File: src/rtl/train_pkg.sv
// Shared definitions for the train sensor timing and prediction stages.
package train_pkg;

    localparam int unsigned TIME_W = 19;

    localparam logic [TIME_W-1:0] MAX_COUNT_DEFAULT = 19'h7FFFF;

    typedef enum logic {
        IDLE,
        TIMING
    } state_e;

endpackage

File: src/rtl/edge_sync.sv
// Two-flop synchronizer plus registered rising-edge detector for one raw sensor line.
module edge_sync (
    input  logic clk,
    input  logic rst_n,
    input  logic sig_i,
    output logic rise_o
);

    logic sync1_q;
    logic sync2_q;
    logic hist_q;
    logic rise_q;
    logic rise_d;

    // Reset history high so a line already asserted at reset release is not an edge.
    always_ff @(posedge clk or negedge rst_n) begin
        if (!rst_n) begin
            sync1_q <= 1'b1;
            sync2_q <= 1'b1;
            hist_q  <= 1'b1;
            rise_q  <= 1'b0;
        end else begin
            sync1_q <= sig_i;
            sync2_q <= sync1_q;
            hist_q  <= sync2_q;
            rise_q  <= rise_d;
        end
    end

    always_comb begin
        rise_d = sync2_q & ~hist_q;
    end

    assign rise_o = rise_q;

endmodule

File: src/rtl/sensor_interval_timer.sv
// Measures the S1->S2 interval in milliseconds and reports it with a valid or timeout pulse.
module sensor_interval_timer
    import train_pkg::*;
#(
    parameter int unsigned        CLK_PER_MS = 50000,
    parameter logic [TIME_W-1:0]  MAX_COUNT  = MAX_COUNT_DEFAULT
) (
    input  logic              clk,
    input  logic              rst_n,
    input  logic              sensor1,
    input  logic              sensor2,
    output logic [TIME_W-1:0] time_out,
    output logic              valid,
    output logic              timeout,
    output logic              busy
);

    localparam int unsigned PW = (CLK_PER_MS > 1) ? $clog2(CLK_PER_MS) : 1;
    localparam logic [PW-1:0] PRESC_LAST = PW'(CLK_PER_MS - 1);
    // The start cycle is prescaler phase 0, so N*CLK_PER_MS clocks read as N ms.
    localparam logic [PW-1:0] PRESC_START = (CLK_PER_MS > 1) ? PW'(1) : '0;

    logic s1_rise;
    logic s2_rise;
    logic ms_tick;

    state_e            state_q,   state_d;
    logic [PW-1:0]     presc_q,   presc_d;
    logic [TIME_W-1:0] count_q,   count_d;
    logic [TIME_W-1:0] time_q,    time_d;
    logic              valid_q,   valid_d;
    logic              timeout_q, timeout_d;

    edge_sync u_sync_s1 (
        .clk    (clk),
        .rst_n  (rst_n),
        .sig_i  (sensor1),
        .rise_o (s1_rise)
    );

    edge_sync u_sync_s2 (
        .clk    (clk),
        .rst_n  (rst_n),
        .sig_i  (sensor2),
        .rise_o (s2_rise)
    );

    always_ff @(posedge clk or negedge rst_n) begin
        if (!rst_n) begin
            state_q   <= IDLE;
            presc_q   <= '0;
            count_q   <= '0;
            time_q    <= '0;
            valid_q   <= 1'b0;
            timeout_q <= 1'b0;
        end else begin
            state_q   <= state_d;
            presc_q   <= presc_d;
            count_q   <= count_d;
            time_q    <= time_d;
            valid_q   <= valid_d;
            timeout_q <= timeout_d;
        end
    end

    always_comb begin
        state_d   = state_q;
        presc_d   = presc_q;
        count_d   = count_q;
        time_d    = time_q;
        valid_d   = 1'b0;
        timeout_d = 1'b0;
        ms_tick   = (presc_q == PRESC_LAST);

        unique case (state_q)
            IDLE: begin
                if (s1_rise) begin
                    state_d = TIMING;
                    presc_d = PRESC_START;
                    count_d = '0;
                end
            end
            TIMING: begin
                presc_d = ms_tick ? '0 : presc_q + PW'(1);
                if (ms_tick && (count_q != MAX_COUNT)) begin
                    count_d = count_q + TIME_W'(1);
                end
                // S2 has priority over both the abandon check and an S1 restart.
                if (s2_rise) begin
                    time_d  = count_q;
                    valid_d = 1'b1;
                    state_d = IDLE;
                end else if (count_q == MAX_COUNT) begin
                    timeout_d = 1'b1;
                    state_d   = IDLE;
                end else if (s1_rise) begin
                    presc_d = PRESC_START;
                    count_d = '0;
                end
            end
            default: begin
                state_d = IDLE;
            end
        endcase
    end

    assign time_out = time_q;
    assign valid    = valid_q;
    assign timeout  = timeout_q;
    assign busy     = (state_q == TIMING);

endmodule

File: config.mk
export PLATFORM = sky130hd
export DESIGN_NAME = sensor_interval_timer
export DESIGN_NICKNAME = d
export VERILOG_FILES = /design/src/rtl/train_pkg.sv /design/src/rtl/edge_sync.sv /design/src/rtl/sensor_interval_timer.sv
export SDC_FILE = /design/constraint.sdc
export NUM_CORES = 1
export LEC_CHECK = 0
export BUFFER_PORTS_ARGS = -buffer_cell sky130_fd_sc_hd__buf_4
export CAP_MARGIN = 30
export CORE_MARGIN = 1
export CORE_UTILIZATION = 45
export CTS_CLUSTER_DIAMETER = 60
export DETAILED_ROUTE_END_ITERATION = 10
export GPL_TIMING_DRIVEN = 0
export PLACE_DENSITY_LB_ADDON = 0.12
export SLEW_MARGIN = 20
export SYNTH_ARGS = -nofsm -noshare
export SYNTH_HDL_FRONTEND = slang
export SYNTH_SLANG_ARGS = --single-unit
File: constraint.sdc
create_clock -name clk -period 2.6 [get_ports clk]
set_clock_uncertainty 0.1 [all_clocks]
set_input_delay 0.52 -clock clk [delete_from_list [all_inputs] [get_ports clk]]
set_output_delay 0.52 -clock clk [all_outputs]
set_load 0.01 [all_outputs]
==> flow_metrics.env <==
export IMPL_die_h_um=84.47
export IMPL_netlist_area_mm2=0.003060
export IMPL_cp_required_ns=2.76
export IMPL_crit_family="simple AND/OR/NAND/NOR gates"
export IMPL_path_clk_slew_ns=0.08
export IMPL_power_w=0.002234
export IMPL_critPathMaxFanout=7
export IMPL_synth_cell_types=46
export IMPL_grt_overflow=0
export IMPL_detailedRoute_firstIterationViolations=246
export IMPL_fp_row_count=29
export IMPL_h_tree_depth=3
export IMPL_final_hold_violation_count=0
export IMPL_synthCells=291
export IMPL_drv_slew=0
export IMPL_hpwl_mm=4.426
export IMPL_criticalPathCategory="flip-flop to flip-flop"
export IMPL_synth_edff_count=0
export IMPL_portBuffers=25
export IMPL_fmax_ghz=0.3793
export IMPL_wl_met1_mm=3.413
export IMPL_irDropWorstVdd_mv=0.3338
export IMPL_fin_util_pct=59.41
export IMPL_fp_dieW_um=84.47
export IMPL_worstPathCellList="or4bb_1 > or4_4 > a211oi_4 > or4b_4 > a21oi_2"
export IMPL_critical_path_buf_inv_count=0
export IMPL_violations="DRC, setup timing"
export IMPL_synth_ff_type="dfrtp_1"
export IMPL_clockBufferDepth=2
export IMPL_layout_common_cells="dfrtp_1 (54), buf_4 (46), nand2_1 (29), nand3_1 (23), mux2_2 (19)"
export IMPL_fin_crit_sh_pct=101.4
export IMPL_die_area_mm2=0.007134
export IMPL_fin_ws_ns=-0.03674
export IMPL_cts_tree="yes"
export IMPL_vias=2638
export IMPL_rsz0062_at_grt="yes"
export IMPL_p_per_area_mw_per_mm2=582.2
export IMPL_worstSkewPairLatency_ns=0.35
export IMPL_worstMarginPinSlew_ns=0.8075
export IMPL_multi_input_area_mm2=0.001469
export IMPL_wire_per_inst_um=16.89
export IMPL_critPathSlowestCell="or4bb_1"
export IMPL_timing_rr_start="presc_q[7]"
export IMPL_place_area_mm2=0.003344
export IMPL_period_needed_ns=2.637
export IMPL_postLayoutCellArea_mm2=0.003837
export IMPL_place_congestion=0.8259
export IMPL_status="finished, violations left"
export IMPL_final_nets=351
export IMPL_nFillCells=533
export IMPL_syn_to_final_growth_pct=25.39
export IMPL_relSlewSlack_pct=46.17
export IMPL_holdBufCountCts=0
export IMPL_synthesis_nets=297
export IMPL_dp_slack_ns=-0.3725
export IMPL_regArea_mm2=0.001640
export IMPL_worst_setup_path_end_kind="flip-flop"
export IMPL_cts_made_buffers=9
export IMPL_ys_seq_area_share_pct=53.39
export IMPL_async_flop_share_pct=100.0
export IMPL_grt_first_pass_wirelength_mm=11.85
export IMPL_final_antenna_net_count=0
export IMPL_rr_worst_depth=5
export IMPL_num_antenna_cells=0
export IMPL_grt_max_degree=66
export IMPL_met3WireLength_um=415
export IMPL_track_usage_pct=21.38
export IMPL_cp_arrival_ns=2.80
export IMPL_start_kind="flip-flop"
export IMPL_antenna_found_initial=0
export IMPL_root_buffer="clkbuf_8"
export IMPL_rr_endpoint="count_q[14]"
export IMPL_syn_area_per_cell_um2=10.52
export IMPL_highest_layer="met4"
export IMPL_reg2reg_slack_ns=-0.04
export IMPL_finalSetupTns_ns=-0.03674
export IMPL_final_common_cell="dfrtp_1"
export IMPL_drcViolationCount=4
export IMPL_hold_path_class="primary input to async pin"
export IMPL_wirelength_mm=7.212
export IMPL_setup_viol=1
export IMPL_max_stage_delay_ns=0.59
export IMPL_clock_sinks=65
export IMPL_p_leak_nw=1.731
export IMPL_grt_pass1_vias=2403
export IMPL_wl_met2_mm=3.219
export IMPL_core_area_mm2=0.006459
export IMPL_first_pass_iters=8
export IMPL_initial_core_util_pct=47.38
export IMPL_vias_per_cell=6.178
export IMPL_yosysWarnings=0
export IMPL_cap_violations=0
export IMPL_ys_ff_latch=65
export IMPL_drive_above_1_share_pct=33.43
export IMPL_num_io_pins=26
layer usage:
layer,vias up,track usage [%]
li1,1210,-
met1,1310,30.28
met2,100,32.12
met3,18,3.441
met4,0,10.63
met5,-,0
cell families (layout without fill, tap and decap cells):
family	after synthesis	count (layout)	share of synthesized area (%)
simple gates	119	119	21.18
flops	65	65	53.39
compound gates	64	64	14.31
mux	19	19	6.991
buf+inv	19	78	2.453
xor+xnor	3	3	0.8587
fa+ha+maj	2	2	0.8175
worst reg2reg max path: cells and delay by family, from the launching register on:
family,cells,cell delay (ns)
AO/OA/AOI/OAI,2,0.40
flip-flops,1,0.45
AND/OR/NAND/NOR,3,1.61
how the worst max path moves through the flow:
stage                startpoint  slack, ns  depth (start not counted)           to
floorplan           presc_q[11]       0.03                          6  count_q[14]
global placement     count_q[0]      -0.34                          9  count_q[15]
detailed placement   count_q[0]      -0.37                          9  count_q[15]
CTS                 presc_q[13]      -0.03                          6  count_q[13]
global route         presc_q[8]      -0.09                          5  count_q[14]
finish               presc_q[7]      -0.04                          5  count_q[14]
metrics by stage:
stage | std cells | hold WS [ns]
global placement | 393 | 0.2463
CTS | 420 | 0.1702
finish | 427 | 0.1630
floorplan | 291 | 0.1244
global route | 427 | 0.1694
detailed placement | 393 | 0.2488
power breakdown:
group,internal (W),total [W],switching [W]
clock,0.000500,0.000911,0.000411
combinational,0.0000876,0.000243,0.000155
sequential,0.00105,0.00108,0.0000334
total,0.00163,0.00223,0.000600
cell type report:
| cell class | instances | area share [%] |
|---|---|---|
| timing repair buffer | 45 | 8.803 |
| tap | 77 | 2.511 |
| inverter | 6 | 0.5869 |
| clock buffer | 11 | 3.945 |
| buffer | 11 | 1.500 |
| sequential | 65 | 42.75 |
| multi-input combinational | 207 | 38.28 |
| clock inverter | 5 | 1.630 |
repair_timing:
| action | CTS | global route |
|---|---|---|
| endpoints found under the setup margin | 34 | 26 |
| gates resized for setup | 22 | 14 |
| pin swaps | 4 | 5 |
| setup buffers | 11 | 9 |
Yosys cell counts, types with 3 or more instances:
cell type / instances / area share [%]
or3_1: 7 / 1.4
a22o_1: 4 / 1.1
a31oi_1: 9 / 1.8
o21a_1: 3 / 0.74
nor3_1: 3 / 0.49
dfrtp_1: 59 / 48
a21oi_1: 11 / 1.8
nand3_1: 24 / 3.9
inv_1: 6 / 0.74
nand2_1: 29 / 3.6
o21ai_0: 11 / 1.8
clkbuf_1: 10 / 1.2
o31ai_1: 6 / 1.5
buf_2: 3 / 0.49
and3_1: 8 / 1.6
dfstp_2: 6 / 5.2
nor2_1: 14 / 1.7
or4_1: 5 / 1.2
mux2_2: 19 / 7.0
o41ai_1: 3 / 0.86
nand4_1: 7 / 1.4
and4_1: 4 / 1.1
nor4_1: 5 / 1.0
(Power assumes the default switching activity.)
